$ cat config.mk
export PLATFORM = sky130hd
export DESIGN_NAME = serial_adder_flat
export DESIGN_NICKNAME = d
export VERILOG_FILES = /design/src/rtl/serial_adder_if.sv /design/src/rtl/serial_adder.sv /design/src/flat_wrapper.sv
export SDC_FILE = /design/constraint.sdc
export NUM_CORES = 1
export LEC_CHECK = 0
export CORE_ASPECT_RATIO = 1.75
export CORE_MARGIN = 2
export CORE_UTILIZATION = 45
export DETAILED_ROUTE_END_ITERATION = 12
export PLACE_DENSITY = 0.71
export SYNTH_ARGS = -nofsm -noshare
export SYNTH_HDL_FRONTEND = slang
export SYNTH_SLANG_ARGS = --single-unit
$ cat constraint.sdc
create_clock -name clk -period 1.73 [get_ports clk]
set_input_delay 0.4325 -clock clk [delete_from_list [all_inputs] [get_ports clk]]
set_output_delay 0.4325 -clock clk [all_outputs]
set_load 0.03 [all_outputs]
$ cat src/rtl/serial_adder_if.sv
// Handshake and data bundle for the bit-serial adder: operand request (start/ready)
// on one side, result delivery (result_valid/result_ack) on the other.
interface serial_adder_if #(
  parameter int WIDTH = 8
);
  logic             start;
  logic [WIDTH-1:0] a;
  logic [WIDTH-1:0] b;
  logic             c_in;
  logic             ready;
  logic             busy;
  logic             result_valid;
  logic             result_ack;
  logic [WIDTH-1:0] sum;
  logic             c_out;

  modport master (
    output start, a, b, c_in, result_ack,
    input  ready, busy, result_valid, sum, c_out
  );

  modport slave (
    input  start, a, b, c_in, result_ack,
    output ready, busy, result_valid, sum, c_out
  );
endinterface

$ cat src/rtl/serial_adder.sv
// Bit-serial adder: one full-adder cell plus a registered carry, LSB first,
// one bit per clock, with start/ready intake and valid/ack result delivery.
module serial_adder #(
  parameter int WIDTH = 8
) (
  input  logic          clk,
  input  logic          rst,
  serial_adder_if.slave bus
);
  localparam int CNT_W = $clog2(WIDTH) + 1;

  typedef enum logic [1:0] {IDLE, RUN, DONE} state_t;

  state_t           state;
  state_t           state_nxt;
  logic [WIDTH-1:0] a_sh;
  logic [WIDTH-1:0] b_sh;
  logic [WIDTH-1:0] acc;
  logic [WIDTH-1:0] acc_nxt;
  logic [WIDTH-1:0] sum_q;
  logic             carry;
  logic             c_out_q;
  logic [CNT_W-1:0] cnt;
  logic             sum_bit;
  logic             carry_nxt;
  logic             last_bit;

  function automatic logic majority(input logic x, input logic y, input logic z);
    return (x & y) | (x & z) | (y & z);
  endfunction

  assign sum_bit   = a_sh[0] ^ b_sh[0] ^ carry;
  assign carry_nxt = majority(a_sh[0], b_sh[0], carry);
  assign last_bit  = (cnt == CNT_W'(WIDTH - 1));

  // The accumulator fills from the top so the final bit lands in the MSB.
  generate
    if (WIDTH == 1) begin : g_w1
      assign acc_nxt = sum_bit;
    end else begin : g_wn
      assign acc_nxt = {sum_bit, acc[WIDTH-1:1]};
    end
  endgenerate

  always_comb begin
    state_nxt = state;
    unique case (state)
      IDLE:    if (bus.start)      state_nxt = RUN;
      RUN:     if (last_bit)       state_nxt = DONE;
      DONE:    if (bus.result_ack) state_nxt = IDLE;
      default:                     state_nxt = IDLE;
    endcase
  end

  always_ff @(posedge clk) begin
    if (rst) begin
      state   <= IDLE;
      a_sh    <= '0;
      b_sh    <= '0;
      acc     <= '0;
      carry   <= 1'b0;
      cnt     <= '0;
      sum_q   <= '0;
      c_out_q <= 1'b0;
    end else begin
      state <= state_nxt;
      if (state == IDLE && bus.start) begin
        a_sh  <= bus.a;
        b_sh  <= bus.b;
        carry <= bus.c_in;
        cnt   <= '0;
      end else if (state == RUN) begin
        a_sh  <= a_sh >> 1;
        b_sh  <= b_sh >> 1;
        carry <= carry_nxt;
        acc   <= acc_nxt;
        cnt   <= cnt + CNT_W'(1);
        // sum/c_out only move on completion and hold through IDLE and RUN.
        if (last_bit) begin
          sum_q   <= acc_nxt;
          c_out_q <= carry_nxt;
        end
      end
    end
  end

  assign bus.ready        = (state == IDLE);
  assign bus.busy         = (state == RUN);
  assign bus.result_valid = (state == DONE);
  assign bus.sum          = sum_q;
  assign bus.c_out        = c_out_q;
endmodule

$ cat src/flat_wrapper.sv
// flat-port wrapper written by rule: the top's interface ports become plain ports
module serial_adder_flat 
#(
  parameter int WIDTH = 8
)
  (clk, rst, bus_start, bus_a, bus_b, bus_c_in, bus_result_ack, bus_ready, bus_busy, bus_result_valid, bus_sum, bus_c_out);
  serial_adder_if #(.WIDTH(WIDTH)) bus_i ();
  input  logic clk;
  input  logic rst;
  input wire logic [$bits(bus_i.start)-1:0] bus_start;
  input wire logic [$bits(bus_i.a)-1:0] bus_a;
  input wire logic [$bits(bus_i.b)-1:0] bus_b;
  input wire logic [$bits(bus_i.c_in)-1:0] bus_c_in;
  input wire logic [$bits(bus_i.result_ack)-1:0] bus_result_ack;
  output wire logic [$bits(bus_i.ready)-1:0] bus_ready;
  output wire logic [$bits(bus_i.busy)-1:0] bus_busy;
  output wire logic [$bits(bus_i.result_valid)-1:0] bus_result_valid;
  output wire logic [$bits(bus_i.sum)-1:0] bus_sum;
  output wire logic [$bits(bus_i.c_out)-1:0] bus_c_out;
  assign bus_i.start = bus_start;
  assign bus_i.a = bus_a;
  assign bus_i.b = bus_b;
  assign bus_i.c_in = bus_c_in;
  assign bus_i.result_ack = bus_result_ack;
  assign bus_ready = bus_i.ready;
  assign bus_busy = bus_i.busy;
  assign bus_result_valid = bus_i.result_valid;
  assign bus_sum = bus_i.sum;
  assign bus_c_out = bus_i.c_out;
  serial_adder #(.WIDTH(WIDTH)) u_core (.clk(clk), .rst(rst), .bus(bus_i));
endmodule
==> reports/qor.csv <==
metric,value,unit
yosysTopAreaCell,dfxtp_1,
post-dp-hpwl,2.40,mm
worstPathRequired,1300,ps
ys_top_cells_by_area,"dfxtp_1 (45%), a21oi_1 (10%), nand2_1 (6.3%)",
cp-endpoint,bus_ready,
cellPowerDensity,804,nW/um^2
combPwrFrac,0.142,
r2r_slack,280,ps
multi_input_area,825,um^2
final_cell_mix,"dfxtp_1 (39), a21oi_1 (35), nand2_1 (29)",
path_clk_slew,70,ps
arrival,1240,ps
final-seq-area,781,um^2
path_cells,buf_4 -> nor2_1 -> clkdlybuf4s15_1,
grt_usage,0.187,
ir_drop,0.616,mV
hold_depth,2,
syn-num-nets,225,
cap_violations,0,
synth_cell_types,33,
area_growth,27.1,%
clock_sinks,39,
power_frac_clock,0.313,
layout.nets,257,
criticalPathCategory,flop to output port,
fp.coreArea,3660,um^2
drt_pass1_iterations,4,
rsz0062_at_grt,yes,
worst_hold_slack,456,ps
ant_nets,0,
cp_slowest_cell,clkdlybuf4s15_1,
drive_gt1_frac,0.124,
fin_skew,3.28,ps
startpoint_type,flop,
period_share,0.964,
hold_path.class,flop to flop,
cts-htree-levels,2,
routabilityCongestion,0.813,
dp.cells,273,
rows,29,
ctsHoldBuffers,0,
setup_violations,0,
synth_seq_cells,39,
synth_cells,202,
total_power,1.77,mW
path_max_fanout,3,
end_kind,output port,
syn_area_per_cell,8.56,um^2
grt_pass1_vias,1436,
worstMarginPinSlew,393,ps
dieWidth,50.9,um
p_seq_frac,0.545,
place_ws,-68.5,ps
cts_buffers,5,
switching_share,0.248,
diodes,0,
layout_min_cycle_time,1670,ps
cpPeakStageDelay,380,ps
relSlewSlack,0.738,
rr_worst_depth,4,
start_util,0.472,
die_area,4370,um^2
status,completed,
first_iter_violations,24,
cts.path.max_buffers,2,
wl,3.67,mm
r2r_end,u_core.cnt[3],
r2r-start,u_core.state[1],
fmax,600,MHz
drc,0,
die_y,86,um
vias,1494,
ios,33,
detail_route.wl_per_cell,13.1,um
grt_pass1_wl,6.26,mm
setup.worst_path.start,u_core.state[1],
yosysTopAreaCellShare,0.452,
p_switching,438,uW
cts_tree,built,
hold_viol,0,
fin_cells,279,
grt_max_degree,40,
fill_cells,349,
worst_slack,62.0,ps
yosysWarnings,0,
final_common_cell,dfxtp_1,
antenna_found_initial,0,
grt_overflow,0,
drv_slew,0,
portBuffers,32,
p_leak,0.919,nW
power.internal,1.33,mW
ys_seq_area_frac,0.452,
netlist_area,1730,um^2
clk_latency,280,ps
avgViaCountPerCell,5.35,
utilization,0.600,
post_cts_buffers,0,
cts-root-buf,clkbuf_8,
## routing by layer
layer / routed length, um / track usage / up-vias
met3: 93 / 0.0366 / 4
met5: 0 / 0 / -
met4: 47 / 0.0885 / 0
li1: - / - / 765
met2: 1940 / 0.334 / 23
met1: 1590 / 0.208 / 702
## power groups by stage
stage                     logic, mW  registers (mW)  clock network (mW)
after global placement        0.249           0.982                   0
after CTS                     0.251           0.963               0.571
after detailed placement      0.251           0.984                   0
final                         0.250           0.963               0.553
after floorplan               0.169           0.977                   0
after global routing          0.279           0.967               0.605
## timing repair
action / 4_1_cts / 5_1_grt
endpoints found under the setup margin: 4 / 11
gates resized for setup: 4 / 12
hold endpoints to repair: 0 / 0
pin swaps: 0 / 0
## worst min-delay path by stage
stage                     endpoint  slack [ps]           start
global route        u_core.a_sh[1]         480  u_core.a_sh[2]
detailed placement   u_core.acc[1]         450   u_core.acc[1]
global placement     u_core.acc[1]         440   u_core.acc[1]
finish              u_core.b_sh[2]         460  u_core.b_sh[3]
floorplan            u_core.acc[1]         440   u_core.acc[1]
CTS                 u_core.b_sh[2]         460  u_core.b_sh[3]
## final cells by class
class	count	area share
clock buffer	6	0.0330
sequential	39	0.355
inverter	4	0.00683
timing repair buffer	43	0.204
multi-input combinational	141	0.375
tap	46	0.0262
## critical path, delay by kind of cell, from the launching register on
family | cells | cell delay, ps
AND/OR/NAND/NOR | 1 | 110
flip-flops | 1 | 320
buffers and inverters | 2 | 520
## kinds of logic after synthesis
family | Yosys count | share of synthesized area
and+or+nand+nor | 73 | 0.195
buffers and inverters | 22 | 0.0760
muxes | 1 | 0.00579
adders and majority gates | 2 | 0.0188
xor gates and xnor gates | 2 | 0.0101
AOI/OAI and AO/OA | 63 | 0.242
DFF | 39 | 0.452
## stage by stage
stage	setup TNS (ps)	instance area, um^2
floorplan	0	1730
global placement	-573	2100
detailed placement	-749	2100
CTS	0	2170
global route	-0.720	2200
finish	0	2200
## state kept, by name (all words and copies together), names as in the netlist
register / flops
u_core.a_sh: 8
u_core.b_sh: 8
u_core.bus.sum: 8
u_core.acc: 7
u_core.cnt: 4
u_core.state: 2
u_core.bus.c_out: 1
u_core.carry: 1
## synth_stat cells (all sizes together)
master and n:
dfxtp 39, a21oi 35, nand2 29, nor2 19
a211oi 13, buf 13, nand3 12, o31ai 9
clkbuf 5, inv 4, nor3 4, nand2b 2
o221a 2, or3b 2, a2111oi 1, a22oi 1
and3b 1, fa 1, ha 1, mux2i 1
nand3b 1, nor2b 1, nor3b 1, o21ai 1
o21ba 1, or3 1, xnor2 1, xor2 1
Note: power is estimated with default switching activity, not from simulation.
